`config.mk`:
```
export PLATFORM = sky130hd
export DESIGN_NAME = alu_seq
export DESIGN_NICKNAME = d
export VERILOG_FILES = /design/src/rtl/alu_seq.sv
export SDC_FILE = /design/constraint.sdc
export NUM_CORES = 1
export LEC_CHECK = 0
export CORE_ASPECT_RATIO = 1.2
export CORE_MARGIN = 3
export CORE_UTILIZATION = 55
export DETAILED_ROUTE_END_ITERATION = 12
export MAX_ROUTING_LAYER = met4
export PLACE_DENSITY = 0.77
export SLEW_MARGIN = 40
export SYNTH_ARGS = -nofsm -noshare
export SYNTH_HDL_FRONTEND = slang
export SYNTH_SLANG_ARGS = --single-unit
```
`constraint.sdc`:
```
create_clock -name clk -period 8.85 [get_ports clk]
set_clock_uncertainty 0.1 [all_clocks]
set_input_delay 0.885 -clock clk [delete_from_list [all_inputs] [get_ports clk]]
set_output_delay 0.885 -clock clk [all_outputs]
set_load 0.02 [all_outputs]
```
`src/rtl/alu_seq.sv`:
```
// alu_seq: handshaked sequential ALU; define ALU_SEQ_MUL_EN to build the iterative multiplier (opcode 11)
module alu_seq #(
    parameter int WIDTH = 16
) (
    input  logic             clk,
    input  logic             rst_n,
    input  logic             in_valid,
    output logic             in_ready,
    input  logic [WIDTH-1:0] a,
    input  logic [WIDTH-1:0] b,
    input  logic [3:0]       alu_ctrl,
    output logic             out_valid,
    input  logic             out_ready,
    output logic [WIDTH-1:0] result,
    output logic             zero,
    output logic             negative,
    output logic             carry,
    output logic             overflow,
    output logic             err,
    output logic             busy
);
    localparam int SHW = $clog2(WIDTH);
    localparam logic [WIDTH-1:0] WV = WIDTH'(WIDTH);
    typedef enum logic [1:0] {IDLE, EXEC, RESP} state_t;
    state_t state, state_nx;
    logic [WIDTH-1:0] a_r, b_r, res_c, sra_w;
    logic [3:0] op_r;
    logic [WIDTH:0] add_w;
    logic [SHW-1:0] shamt;
    logic big, carry_c, ovf_c, err_c, is_mul, mul_last, accept, done;
    assign accept = state == IDLE && in_valid;
    assign done = state == EXEC && (!is_mul || mul_last);
    assign add_w = {1'b0, a_r} + {1'b0, b_r};
    assign shamt = b_r[SHW-1:0];
    assign big = b_r >= WV;
    assign sra_w = $signed(a_r) >>> shamt;
    assign in_ready = state == IDLE;
    assign busy = state != IDLE;
    assign out_valid = state == RESP;
`ifdef ALU_SEQ_MUL_EN
    localparam int CW = $clog2(WIDTH + 1);
    logic [2*WIDTH-1:0] acc, acc_nx;
    logic [WIDTH:0] psum;
    logic [CW-1:0] cnt;
    assign psum = {1'b0, acc[2*WIDTH-1:WIDTH]} + {1'b0, acc[0] ? a_r : {WIDTH{1'b0}}};
    assign acc_nx = {psum, acc[WIDTH-1:1]};
    assign is_mul = op_r == 4'd11;
    assign mul_last = cnt == CW'(1);
    // shift-add multiplier: multiplier sits in the low half and is consumed one bit per cycle
    always_ff @(posedge clk) begin
        if (!rst_n) begin
            acc <= '0;
            cnt <= '0;
        end else if (accept) begin
            acc <= {{WIDTH{1'b0}}, b};
            cnt <= CW'(WIDTH);
        end else if (state == EXEC && is_mul) begin
            acc <= acc_nx;
            cnt <= cnt - CW'(1);
        end
    end
`else
    assign is_mul = 1'b0;
    assign mul_last = 1'b0;
`endif
    // operation decode; MUL takes the final accumulator step so it lands with the last iteration
    always_comb begin
        res_c = '0;
        carry_c = 1'b0;
        ovf_c = 1'b0;
        err_c = 1'b0;
        case (op_r)
            4'd0: begin
                res_c = add_w[WIDTH-1:0];
                carry_c = add_w[WIDTH];
                ovf_c = (a_r[WIDTH-1] == b_r[WIDTH-1]) && (add_w[WIDTH-1] != a_r[WIDTH-1]);
            end
            4'd1: begin
                res_c = a_r - b_r;
                carry_c = a_r < b_r;
                ovf_c = (a_r[WIDTH-1] != b_r[WIDTH-1]) && (res_c[WIDTH-1] != a_r[WIDTH-1]);
            end
            4'd2: res_c = ~a_r;
            4'd3: res_c = big ? '0 : a_r << shamt;
            4'd4: res_c = big ? '0 : a_r >> shamt;
            4'd5: res_c = a_r & b_r;
            4'd6: res_c = a_r | b_r;
            4'd7: res_c = {{(WIDTH-1){1'b0}}, a_r < b_r};
            4'd8: res_c = {{(WIDTH-1){1'b0}}, $signed(a_r) < $signed(b_r)};
            4'd9: res_c = big ? {WIDTH{a_r[WIDTH-1]}} : sra_w;
            4'd10: res_c = a_r ^ b_r;
`ifdef ALU_SEQ_MUL_EN
            4'd11: begin
                res_c = acc_nx[WIDTH-1:0];
                carry_c = |acc_nx[2*WIDTH-1:WIDTH];
            end
`endif
            default: err_c = 1'b1;
        endcase
    end
    // state register
    always_ff @(posedge clk) begin
        state <= !rst_n ? IDLE : state_nx;
    end
    // next-state: accept in IDLE, finish in EXEC, hand off in RESP
    always_comb begin
        state_nx = state;
        case (state)
            IDLE: state_nx = in_valid ? EXEC : IDLE;
            EXEC: state_nx = done ? RESP : EXEC;
            RESP: state_nx = out_ready ? IDLE : RESP;
            default: state_nx = IDLE;
        endcase
    end
    // operand capture on accept; result and flags captured once when the op completes
    always_ff @(posedge clk) begin
        if (!rst_n) begin
            result <= '0;
            zero <= 1'b0;
            negative <= 1'b0;
            carry <= 1'b0;
            overflow <= 1'b0;
            err <= 1'b0;
        end else begin
            if (accept) begin
                a_r <= a;
                b_r <= b;
                op_r <= alu_ctrl;
            end
            if (done) begin
                result <= res_c;
                zero <= res_c == '0;
                negative <= res_c[WIDTH-1];
                carry <= carry_c;
                overflow <= ovf_c;
                err <= err_c;
            end
        end
    end
endmodule

```
# --- After elaboration in Yosys (flattened, before gate mapping) ---
# Cells that the tools add are included.
word_totals:
  register_bits: 59
  input_bits: 40
  out_inout_bits: 24
  elab_cells: 57
op_classes:
  add_sub_neg: 2
  order_cmp: 3
  n_eq_ne: 16
  shifts: 3
  mux: 10
  bitwise: 4
  n_reduce_logical: 9
op_table:
  columns: ["cell", "count"]
  rows:
  - ["$pmux W16 S11", 1]
  - ["$mux W16", 3]
  - ["$lt A16 B16 Y1", 2]
  - ["$add A16 B16 Y17", 1]
  - ["$and A16 B16 Y16", 1]
  - ["$eq A4 B3 Y1 const B", 4]
  - ["$ge A16 B5 Y1 const B", 1]
  - ["$logic_not A16 Y1", 1]
  - ["$not A16 Y16", 1]
  - ["$or A16 B16 Y16", 1]
  - ["$shl A16 B4 Y16", 1]
  - ["$shr A16 B4 Y16", 1]
  - ["$sshr A16 B4 Y16", 1]
  - ["$sub A16 B16 Y16", 1]
  - ["$xor A16 B16 Y16", 1]
  - ["$eq A4 B4 Y1 const B", 3]
  - ["$reduce_or A11 Y1", 1]
  - ["$eq A4 B2 Y1 const B", 2]
  - ["$pmux W2 S3", 1]
  - ["$eq A4 B1 Y1 const B", 1]
  - ["$logic_not A4 Y1", 1]
  - ["$pmux W1 S2", 2]
  - ["$logic_and A1 B1 Y1", 3]
  - ["$ne A1 B1 Y1", 3]
  - ["other kinds (8)", 9]

# --- Depth between registers and ports, before layout ---
# Gate-level depths: netlist of the first run.
logic_depth:
  ltp_word: 4
  ltp_mapped: 14
  depth_no_buf: 12

# --- Worst setup path before layout of the first run ---
# No wires, ideal clock.
synth_timing:
  path_kind: "reg2reg"
  startpoint: "register b_r[2]"
  endpoint: "register zero"
  setup_ps: 69
  arrival_ps: 3697
  required_ps: 8681
  slack_ps: 4984
  path_stages_with_launch: 15
  path_buffers: 3
  period_less_slack_ps: 3866
  path_cell_list: "edfxtp_1 > buf_2 > buf_1 > inv_1 > ha_1 > buf_2 > o21bai_1 > a2111oi_0 > o41ai_1 > a311oi_1 > a21bo_2 > a211oi_1 > nand3_1 > or4_1 > o21ai_1"
synth_between:
  elab_chain_len: 4
  word_cells_on_any_way: 16
  classes_between: "2 x add/sub; 3 x order compare; 3 x shift; 4 x mux; 3 x bitwise; 1 x reduce/logical"
synth_lines:
  columns: ["item", "line_no", "text"]
  rows:
  - ["from (decl)", "26", "logic [WIDTH-1:0] a_r, b_r, res_c, sra_w;"]
  - ["from (signal assigned)", "127", "b_r <= b;"]
  - ["$ge A16 B5 Y1, or another cell as far along", "35", "assign big = b_r >= WV;"]
  - ["$mux W16 (on tied branches)", "90, 84, 85", null]
  - ["$pmux W16 S11 (*)", "72", "case (op_r)"]
  - ["$logic_not A16 Y1 (*)", "132", "zero <= res_c == '0;"]
  - ["to (signal assigned)", "119", "zero <= 1'b0;"]
  - ["to (signal assigned)", "132", null]
  - ["to (decl)", "15", "output logic zero,"]
# Mark *: on every way between the ends. The rest lies on a longest branch, timed or not.
# A chain may end at the register's enable or synchronous reset.

# --- Worst setup path after layout of the first run ---
# Same ends and word-level chain as after synthesis.

==> results of run 1 <==
-- kinds of logic (layout without fill, tap and decap cells) --
| logic type | after synthesis | in the layout | synth area share, % |
|---|---|---|---|
| xor+xnor | 6 | 6 | 0.796 |
| fa+ha+maj | 54 | 54 | 10.5 |
| flops | 58 | 58 | 23.0 |
| buf+inv | 114 | 136 | 7.11 |
| simple gates | 265 | 265 | 20.6 |
| compound gates | 247 | 247 | 25.4 |
| mux | 54 | 54 | 12.6 |
-- worst max-delay path, stage by stage (launching register included) --
cell and delay [ns]:
sky130_fd_sc_hd__edfxtp_1 0.32, sky130_fd_sc_hd__buf_4 0.46, sky130_fd_sc_hd__inv_1 0.28, sky130_fd_sc_hd__ha_1 0.50, sky130_fd_sc_hd__o21bai_1 0.15, sky130_fd_sc_hd__a2111oi_0 0.74
sky130_fd_sc_hd__o41ai_1 0.20, sky130_fd_sc_hd__a311oi_1 0.37, sky130_fd_sc_hd__a21bo_2 0.26, sky130_fd_sc_hd__a211oi_1 0.28, sky130_fd_sc_hd__nand3_1 0.16, sky130_fd_sc_hd__or4_1 0.48
sky130_fd_sc_hd__o21ai_1 0.14
-- cell type report --
cell class | count | area, µm²
clock buffers | 11 | 233
well taps | 157 | 196
repair buffers | 74 | 721
multi-input cells | 626 | 4660
fillers | 1007 | 4070
inverters | 47 | 176
flip-flops and latches | 58 | 1520
clock inverters | 4 | 43.8
-- cells in the mapped netlist, types with 9 or more instances --
cell / instances / area, µm²
sky130_fd_sc_hd__dfxtp_1: 22 / 440
sky130_fd_sc_hd__o21ai_0: 41 / 205
sky130_fd_sc_hd__buf_2: 14 / 70.1
sky130_fd_sc_hd__o31ai_1: 10 / 75.1
sky130_fd_sc_hd__mux2i_1: 20 / 200
sky130_fd_sc_hd__edfxtp_1: 36 / 1080
sky130_fd_sc_hd__nand2b_1: 14 / 87.6
sky130_fd_sc_hd__mux4_2: 22 / 495
sky130_fd_sc_hd__clkbuf_1: 44 / 165
sky130_fd_sc_hd__a211oi_1: 30 / 225
sky130_fd_sc_hd__nor2b_1: 12 / 75.1
sky130_fd_sc_hd__and3_1: 10 / 62.6
sky130_fd_sc_hd__a21oi_1: 60 / 300
sky130_fd_sc_hd__ha_1: 52 / 651
sky130_fd_sc_hd__nand2_1: 55 / 206
sky130_fd_sc_hd__a2111oi_0: 9 / 78.8
sky130_fd_sc_hd__inv_1: 45 / 169
sky130_fd_sc_hd__nand3_1: 16 / 80.1
sky130_fd_sc_hd__nor3_1: 27 / 135
sky130_fd_sc_hd__nor2_1: 81 / 304
sky130_fd_sc_hd__o211ai_1: 14 / 105
sky130_fd_sc_hd__mux2_2: 12 / 135
-- cell usage in the layout (no fill, tap or decap), types with 10 or more instances in the layout --
master                            netlist  layout
sky130_fd_sc_hd__inv_1                 45      45
sky130_fd_sc_hd__o31ai_1               10      10
sky130_fd_sc_hd__nor3_1                27      27
sky130_fd_sc_hd__ha_1                  52      52
sky130_fd_sc_hd__mux2i_1               20      20
sky130_fd_sc_hd__edfxtp_1              36      36
sky130_fd_sc_hd__o21ai_0               41      41
sky130_fd_sc_hd__nand2_1               55      55
sky130_fd_sc_hd__a21oi_1               60      60
sky130_fd_sc_hd__nand2b_1              14      14
sky130_fd_sc_hd__nand3_1               16      16
sky130_fd_sc_hd__a211oi_1              30      30
sky130_fd_sc_hd__nor2b_1               12      11
sky130_fd_sc_hd__mux2_2                12      12
sky130_fd_sc_hd__o211ai_1              14      14
sky130_fd_sc_hd__clkdlybuf4s50_1        0      63
sky130_fd_sc_hd__dfxtp_1               22      22
sky130_fd_sc_hd__mux4_2                22      22
sky130_fd_sc_hd__nor2_1                81      80
-- where the power goes --
part,leakage [nW],switching [mW],internal [mW],total [mW]
combinational,2.19,0.148,0.108,0.256
sequential,0.514,0.0246,0.304,0.329
clock,0.137,0.124,0.214,0.339
total,2.85,0.297,0.627,0.923
-- metrics by stage --
stage	worst slack, ns	instance area [µm²]	hold WS [ns]	cells
global route	4.15	7550	0.412	977
global placement	4.67	7240	0.342	959
finish	4.34	7550	0.375	977
detailed placement	4.53	7270	0.369	962
floorplan	4.98	6600	0.428	798
CTS	4.49	7540	0.376	977
-- path summary, 6_finish.rpt --
check	depth (start not counted)	slack [ns]	end	startpoint
worst min register to register	2	0.37	zero	zero
worst max register to register	12	4.34	zero	b_r[2]
worst max-delay path	12	4.34	zero	b_r[2]
worst min-delay path	2	0.37	zero	zero
-- routing by layer --
metal  GRT usage [%]  vias to the layer above
li1                -                     3047
met5               -                        -
met1            45.4                     3182
met2            59.4                      497
met3            7.07                       98
met4            16.2                        0
-- flip-flops by register name, indices dropped and copies added (netlist names) --
register	count
overflow	1
a_r	16
state	2
b_r	16
zero	1
result	16
op_r	4
err	1
carry	1
==> impl_metrics.py, run 1 <==
metrics = {
    "setup_path": {
        "critPathArrivalTime_ns": 4.67,
        "setup.worst_path.class": "reg2reg",
        "setup.worst_path.end_class": "register",
        "crit_required_ns": 9.01,
        "crit_path_start_kind": "register",
        "crit_fanout": 46,
    },
    "global_route": {
        "number_of_antenna_violations_at_the_first_check_in_global_routing": 0,
        "global_route.overflow_total": 0,
        "grt_util_all_layers_pct": 37.0,
        "grt_first_pass_wirelength_mm": 37.1,
        "grt_max_degree": 47,
        "vias_in_the_first_global_route": 6550,
    },
    "yosys": {
        "yosysUniqueCellTypes": 78,
        "mappedNetlistArea_um2": 6600,
        "async_reset_ff_share_pct": 0,
        "ys_seq_area_share_pct": 23.0,
        "yosys_warnings": 0,
        "netlist_instances": 798,
        "avgSynthCellArea_um2": 8.27,
        "synth_edf_count": 36,
        "postSynthRegisterBits": 58,
        "synth_nets": 892,
        "ys.flop_type": "sky130_fd_sc_hd__edfxtp_1",
    },
    "clock_network": {
        "tritoncts": "yes",
        "cts_made_buffers": 9,
        "cts.sink_count": 58,
        "post_cts_resize_count": 0,
        "worst_setup_hold_path_clk_slew_ns": 0.05,
        "cts_post_setup_buffers_inserted": 0,
        "ctsLongestPathBuffers": 2,
        "h-tree-depth": 3,
        "clkLatencyLatePin_ns": 0.33,
        "hold_buffers": 0,
        "clock-root-buffer": "sky130_fd_sc_hd__clkbuf_16",
    },
    "timing": {
        "timing.max_slew.rel_slack_pct": 43.5,
        "period_share_pct": 51.0,
        "max_freq_mhz": 222,
        "final-hold-violation-count": 0,
        "setup_viol_count_final": 0,
        "setup_total_negative_slack_ns": 0,
        "grt_setup_unrepaired": "no",
        "drv_slew": 0,
        "min_period_ns": 4.51,
        "tightest_slew_ns": 0.837,
    },
    "routing": {
        "route.layer.met1.wl_mm": 9.04,
        "route.met3.wl_mm": 2.44,
        "wl_per_cell_um": 24.8,
        "wl_met2_mm": 11.6,
        "routed-via-count": 6824,
        "wirelength_mm": 24.2,
        "final_antenna_net_count": 0,
        "iteration_count_of_the_initial_detailed_routing_pass": 6,
        "highest-signal-layer": "met4",
        "post_drt_via_cell_ratio": 6.98,
        "detail_route.drc_violations": 0,
        "drt_iter0_drc": 759,
    },
    "pwr": {
        "power_per_cell_area_nw_per_um2": 122,
        "total_leakage_power_nw": 2.85,
        "fin_total_pwr_mw": 0.923,
        "peakVddDrop_uv": 85.4,
    },
    "finish": {
        "n_antenna_cell": 0,
        "drive_gt1_share_pct": 9.51,
        "layout.core_utilization_pct": 65.0,
        "nNetsFinal": 910,
        "areaGrowthSynthToFinish_pct": 14.3,
    },
    "die": {
        "floorplan.initialDensity_pct": 56.8,
        "floorplan.die.height_um": 126,
        "top_level_ports": 64,
        "overall_die_width_um": 106,
        "std_cell_core_area_um2": 11600,
        "rows": 43,
        "die_area_um2": 13400,
    },
    "run": {
        "cap_violations": 0,
    },
    "worst_hold_path": {
        "hold_path_class": "reg2reg",
    },
    "place": {
        "detailedPlacementHpwl_mm": 17.9,
        "gp_congestion": 1.03,
        "numPortBuffers": 63,
    },
    "run_status": {
        "status": "completed",
    },
}
(Power assumes the default switching activity.)
==> run 2, diff against run 1 <==
--- a/config.mk
+++ b/config.mk
@@ -7,10 +7,10 @@
 export LEC_CHECK = 0
 export CORE_ASPECT_RATIO = 1.2
 export CORE_MARGIN = 3
-export CORE_UTILIZATION = 55
+export CORE_UTILIZATION = 54
 export DETAILED_ROUTE_END_ITERATION = 12
 export MAX_ROUTING_LAYER = met4
-export PLACE_DENSITY = 0.77
+export PLACE_DENSITY = 0.79
 export SLEW_MARGIN = 40
 export SYNTH_ARGS = -nofsm -noshare
 export SYNTH_HDL_FRONTEND = slang
==> constraint.sdc (replaced) <==
create_clock -name clk -period 4.08 [get_ports clk]
set_clock_uncertainty 0.1 [all_clocks]
set_input_delay 0.408 -clock clk [delete_from_list [all_inputs] [get_ports clk]]
set_output_delay 0.408 -clock clk [all_outputs]
set_load 0.02 [all_outputs]
==> run 2 against run 1 <==
  * Clock-buffer cell count decreased by 1
  * Critical endpoint unchanged
  * Global-route usage increased by 0.11 points
  * First-iteration DRC count increased by 23%
  * Highest routed layer unchanged
  * Sequential cell count unchanged
==> impl_metrics.py, run 2 (synthesis gave the netlist of run 1 again) <==
metrics = {
    "die": {
        "floorplan.initialDensity_pct": 56.3,
        "rows": 43,
        "floorplan.die.height_um": 127,
        "top_level_ports": 64,
        "overall_die_width_um": 107,
        "die_area_um2": 13600,
        "std_cell_core_area_um2": 11700,
    },
    "run_status": {
        "status": "completed",
    },
    "setup_path": {
        "ff2ff_path_depth": 12,
        "r2r-start": "a_r[0]",
        "setup.worst_path.end_class": "register",
        "worst_r2r_endpoint": "zero",
        "critPathArrivalTime_ns": 4.13,
        "crit_path_start_kind": "register",
        "regToRegSetupSlack_ns": 0.12,
        "crit_fanout": 8,
        "setup.worst_path.class": "reg2reg",
        "crit_required_ns": 4.25,
    },
    "place": {
        "numPortBuffers": 63,
        "detailed_place.area_um2": 7520,
        "gp_congestion": 1.09,
        "detailedPlacementHpwl_mm": 18.8,
    },
    "routing": {
        "route.layer.met1.wl_mm": 8.96,
        "wl_per_cell_um": 24.2,
        "wl_met2_mm": 11.5,
        "route.met3.wl_mm": 2.48,
        "highest-signal-layer": "met4",
        "iteration_count_of_the_initial_detailed_routing_pass": 5,
        "final_antenna_net_count": 0,
        "wirelength_mm": 24.5,
        "detail_route.drc_violations": 0,
        "drt_iter0_drc": 933,
        "routed-via-count": 6992,
        "post_drt_via_cell_ratio": 6.91,
    },
    "timing": {
        "min_period_ns": 3.96,
        "final-hold-violation-count": 0,
        "grt_setup_unrepaired": "no",
        "period_share_pct": 97.0,
        "setup_total_negative_slack_ns": 0,
        "timing.max_slew.rel_slack_pct": 40.8,
        "drv_slew": 0,
        "max_freq_mhz": 253,
        "tightest_slew_ns": 0.876,
        "setup_viol_count_final": 0,
    },
    "global_route": {
        "global_route.overflow_total": 0,
        "number_of_antenna_violations_at_the_first_check_in_global_routing": 0,
        "vias_in_the_first_global_route": 6710,
        "grt_first_pass_wirelength_mm": 37.9,
        "grt_max_degree": 47,
        "grt_util_all_layers_pct": 37.1,
    },
    "clock_network": {
        "tritoncts": "yes",
        "worst_setup_hold_path_clk_slew_ns": 0.06,
        "hold_buffers": 0,
        "cts_made_buffers": 9,
        "h-tree-depth": 3,
        "ctsLongestPathBuffers": 2,
        "clock-root-buffer": "sky130_fd_sc_hd__clkbuf_16",
        "cts.sink_count": 58,
        "clkLatencyLatePin_ns": 0.34,
    },
    "finish": {
        "mostFrequentLayoutCells": "sky130_fd_sc_hd__nor2_1 (81), sky130_fd_sc_hd__clkdlybuf4s50_1 (63), sky130_fd_sc_hd__a21oi_1 (60)",
        "most_common_library_cell_in_the_layout_ignoring_fill_and_taps": "sky130_fd_sc_hd__nor2_1",
        "nNetsFinal": 944,
        "drive_gt1_share_pct": 13.3,
        "layout_top_registers": "a_r: 16 flops, b_r: 16 flops, result: 16 flops",
        "fillerInstances": 1003,
        "areaGrowthSynthToFinish_pct": 19.0,
        "final_cell_area_um2": 7860,
        "n_antenna_cell": 0,
    },
    "pwr": {
        "total_leakage_power_nw": 3.03,
        "power_per_cell_area_nw_per_um2": 277,
        "peakVddDrop_uv": 205,
    },
    "worst_hold_path": {
        "hold_path_class": "reg2reg",
        "hold_path.startpoint": "err",
        "holdPathStages": 2,
        "worst_hold_path.endpoint": "err",
    },
    "run": {
        "cap_violations": 0,
    },
}
[run 2: layer usage]
layer | global-route usage [%] | up-vias
li1 | - | 3122
met1 | 45.0 | 3264
met2 | 59.1 | 498
met3 | 6.06 | 108
met4 | 20.1 | 0
met5 | - | -
[run 2: where the power goes]
part	total (mW)	internal (mW)	switching, mW	leakage [nW]
clock	0.885	0.593	0.291	0.166
combinational	0.593	0.253	0.341	2.35
sequential	0.696	0.659	0.0375	0.514
[run 2: how the worst max path moves through the flow]
stage	start	end	slack, ns	cells after the start
6_report	a_r[0]	zero	0.12	12
5_1_grt	a_r[0]	zero	0.01	12
4_1_cts	a_r[0]	zero	0.13	12
3_5_place_dp	a_r[0]	zero	0.26	12
3_3_place_gp	a_r[0]	zero	0.38	12
2_1_floorplan	b_r[2]	zero	0.21	14
[run 2: worst max-delay path: stages (launching register included)]
cell and delay (ns):
sky130_fd_sc_hd__edfxtp_1 0.50, sky130_fd_sc_hd__inv_1 0.11, sky130_fd_sc_hd__ha_1 0.25, sky130_fd_sc_hd__fa_1 0.43, sky130_fd_sc_hd__o21bai_1 0.31, sky130_fd_sc_hd__a2111oi_1 0.19
sky130_fd_sc_hd__o41ai_1 0.48, sky130_fd_sc_hd__a211oi_1 0.16, sky130_fd_sc_hd__a211o_1 0.31, sky130_fd_sc_hd__a211oi_1 0.30, sky130_fd_sc_hd__nand3_1 0.11, sky130_fd_sc_hd__or4_1 0.49
sky130_fd_sc_hd__o21ai_1 0.13
[run 2: stage by stage]
| step | power (mW) | hold WS [ns] | util [%] | setup WS, ns | std cells |
|---|---|---|---|---|---|
| after floorplan | 1.07 | 0.407 | - | 0.214 | 798 |
| after detailed placement | 1.28 | 0.351 | 64.1 | 0.263 | 996 |
| after global placement | 1.27 | 0.341 | 64.0 | 0.379 | 995 |
| after global routing | 2.25 | 0.399 | 67.0 | 0.0112 | 1012 |
| after CTS | 2.17 | 0.357 | 67.0 | 0.130 | 1012 |
| final | 2.17 | 0.358 | 67.0 | 0.123 | 1012 |
[run 2: repair_timing]
| action | CTS | global route |
|---|---|---|
| resized for setup | 0 | 1 |
| setup endpoints to repair | 0 | 1 |
| hold endpoints to repair | 0 | 0 |
| buffers inserted | 0 | 0 |
[run 2: area by class of cell]
| class | instances | area (µm²) | area share, % |
|---|---|---|---|
| clock buffers | 10 | 229 | 2.91 |
| clock inverters | 6 | 105 | 1.34 |
| inverters | 47 | 176 | 2.25 |
| multi-input cells | 626 | 4650 | 59.2 |
| flip-flops and latches | 58 | 1520 | 19.4 |
| well taps | 157 | 196 | 2.50 |
| repair buffers | 108 | 981 | 12.5 |
==> run 3, diff against run 2 <==
--- a/config.mk
+++ b/config.mk
@@ -7,10 +7,10 @@
 export LEC_CHECK = 0
 export CORE_ASPECT_RATIO = 1.2
 export CORE_MARGIN = 3
-export CORE_UTILIZATION = 54
+export CORE_UTILIZATION = 55
 export DETAILED_ROUTE_END_ITERATION = 12
 export MAX_ROUTING_LAYER = met4
-export PLACE_DENSITY = 0.79
+export PLACE_DENSITY = 0.77
 export SLEW_MARGIN = 40
 export SYNTH_ARGS = -nofsm -noshare
 export SYNTH_HDL_FRONTEND = slang
==> constraint.sdc (replaced) <==
create_clock -name clk -period 4.7 [get_ports clk]
set_clock_uncertainty 0.1 [all_clocks]
set_input_delay 0.47 -clock clk [delete_from_list [all_inputs] [get_ports clk]]
set_output_delay 0.47 -clock clk [all_outputs]
set_load 0.02 [all_outputs]
==> run 3 against run 2 <==
  * Global-route usage decreased by 1.2 points
  * Combinational power decreased by 17%
  * Routed wire length decreased by 5.3%
  * Hold slack about the same
  * Largest cell class unchanged
==> impl_metrics.py, run 3 (synthesis gave the netlist of run 1 again) <==
metrics = {
    "run_status": {
        "status": "completed",
    },
    "clock_network": {
        "clkLatencyLatePin_ns": 0.35,
        "cts_post_setup_buffers_inserted": 0,
        "hold_buffers": 0,
        "h-tree-depth": 3,
        "worst_setup_hold_path_clk_slew_ns": 0.06,
        "ctsLongestPathBuffers": 2,
        "cts_made_buffers": 9,
        "tritoncts": "yes",
        "post_cts_resize_count": 0,
        "clock-root-buffer": "sky130_fd_sc_hd__clkbuf_16",
        "cts.sink_count": 58,
    },
    "worst_hold_path": {
        "hold_path.startpoint": "err",
        "hold_path_class": "reg2reg",
    },
    "global_route": {
        "grt_max_degree": 46,
        "vias_in_the_first_global_route": 6415,
        "grt_util_all_layers_pct": 35.9,
        "grt_first_pass_wirelength_mm": 36.2,
        "number_of_antenna_violations_at_the_first_check_in_global_routing": 0,
        "global_route.overflow_total": 0,
    },
    "die": {
        "std_cell_core_area_um2": 11600,
        "die_area_um2": 13400,
        "floorplan.initialDensity_pct": 56.8,
        "rows": 43,
        "overall_die_width_um": 106,
        "top_level_ports": 64,
        "floorplan.die.height_um": 126,
    },
    "finish": {
        "drive_gt1_share_pct": 10.5,
        "areaGrowthSynthToFinish_pct": 15.3,
        "layout_top_registers": "a_r: 16 flops, b_r: 16 flops, result: 16 flops",
        "most_common_library_cell_in_the_layout_ignoring_fill_and_taps": "sky130_fd_sc_hd__nor2_1",
        "n_antenna_cell": 0,
        "mostFrequentLayoutCells": "sky130_fd_sc_hd__nor2_1 (81), sky130_fd_sc_hd__clkdlybuf4s50_1 (63), sky130_fd_sc_hd__a21oi_1 (60)",
        "nNetsFinal": 919,
        "finalNonFillerCells": 987,
    },
    "routing": {
        "iteration_count_of_the_initial_detailed_routing_pass": 5,
        "drt_iter0_drc": 780,
        "detail_route.drc_violations": 0,
        "routed-via-count": 6802,
        "wirelength_mm": 23.2,
        "final_antenna_net_count": 0,
        "post_drt_via_cell_ratio": 6.89,
        "wl_per_cell_um": 23.5,
    },
    "timing": {
        "tightest_slew_ns": 0.813,
        "period_share_pct": 89.2,
        "setup_total_negative_slack_ns": 0,
        "drv_slew": 0,
        "setup_viol_count_final": 0,
        "min_period_ns": 4.19,
        "max_freq_mhz": 239,
        "final-hold-violation-count": 0,
        "grt_setup_unrepaired": "no",
        "timing.max_slew.rel_slack_pct": 44.4,
    },
    "setup_path": {
        "path_depth": 11,
        "r2r-start": "a_r[4]",
        "cp_top_family": "compound AO/OA/AOI/OAI gates",
        "worstSetupEndpoint": "zero",
        "ff2ff_path_depth": 11,
        "setup.worst_path.class": "reg2reg",
        "setup.worst_path.end_class": "register",
        "crit_fanout": 14,
        "crit_required_ns": 4.88,
        "crit_slowest_cell": "sky130_fd_sc_hd__a2111oi_0",
        "critPathMaxStageDelay_ns": 0.78,
        "crit_start": "a_r[4]",
        "critical_path.cell_chain": "inv_1 > ha_1 > nor2_1 > a2111oi_0 > o41ai_1 > a311oi_1 > a21bo_2 > a211oi_1 > nand3_1 > or4_1 > o21ai_1",
        "worst_r2r_endpoint": "zero",
        "cp.buffers_inverters": 1,
        "regToRegSetupSlack_ns": 0.51,
        "crit_path_start_kind": "register",
        "critPathArrivalTime_ns": 4.37,
    },
    "run": {
        "cap_violations": 0,
    },
    "pwr": {
        "peakVddDrop_uv": 201,
        "total_leakage_power_nw": 2.88,
        "power_per_cell_area_nw_per_um2": 232,
    },
    "place": {
        "detailedPlacementHpwl_mm": 17.5,
        "numPortBuffers": 63,
        "placed_cells": 971,
        "gp_congestion": 1.07,
    },
}
==> run 3: cell count changes in the layout (fill, tap and decap cells not counted) <==
cell	change
sky130_fd_sc_hd__a2111oi_0	-1
sky130_fd_sc_hd__buf_4	-25
sky130_fd_sc_hd__a2111oi_1	+1
sky130_fd_sc_hd__clkinv_1	+2
sky130_fd_sc_hd__clkinv_2	-2
sky130_fd_sc_hd__bufinv_16	-2
sky130_fd_sc_hd__buf_12	-1
sky130_fd_sc_hd__buf_6	+1
sky130_fd_sc_hd__clkinvlp_4	+2
==> run 3: area by class of cell <==
class                   instances  area, µm²
multi-input cells             626       4650
repair buffers                 83        785
clock inverters                 6       57.6
well taps                     157        196
clock buffers                  10        229
flip-flops and latches         58       1520
fillers                       978       4010
inverters                      47        176
==> run 3: metrics by stage <==
stage | hold slack [ns] | setup slack [ns] | instance area, µm² | util [%] | total power, mW
after global routing | 0.382 | 0.301 | 7610 | 65.5 | 1.83
after detailed placement | 0.354 | 0.607 | 7320 | 63.0 | 1.10
after global placement | 0.343 | 0.489 | 7300 | 62.8 | 1.08
after floorplan | 0.428 | 0.834 | 6600 | - | 0.925
after CTS | 0.360 | 0.596 | 7610 | 65.5 | 1.75
final | 0.358 | 0.508 | 7610 | 65.5 | 1.76
==> run 3: worst min path at each step <==
stage / slack [ns] / endpoint / cells after the start
floorplan: 0.43 / err / 2
global route: 0.38 / err / 2
CTS: 0.36 / err / 2
finish: 0.36 / err / 2
detailed placement: 0.35 / err / 2
global placement: 0.34 / err / 2
==> run 3: per-layer routing <==
metal,part of all wire (%),up-vias,global-route usage [%]
met4,4.9,0,16.8
met1,38,3195,45.3
met2,48,444,56.5
met3,9.2,94,6.20
met5,0,-,-
li1,-,3069,-
==> run 3: worst min-delay path, cell delays in order (launching register included) <==
cell	delay, ns
sky130_fd_sc_hd__dfxtp_1	0.31
sky130_fd_sc_hd__nand2_1	0.05
sky130_fd_sc_hd__a21oi_1	0.05
==> run 3: report_power, final <==
part	total (mW)	internal (mW)	switching (mW)
logic	0.492	0.207	0.284
clock network	0.664	0.405	0.259
registers	0.608	0.572	0.0356
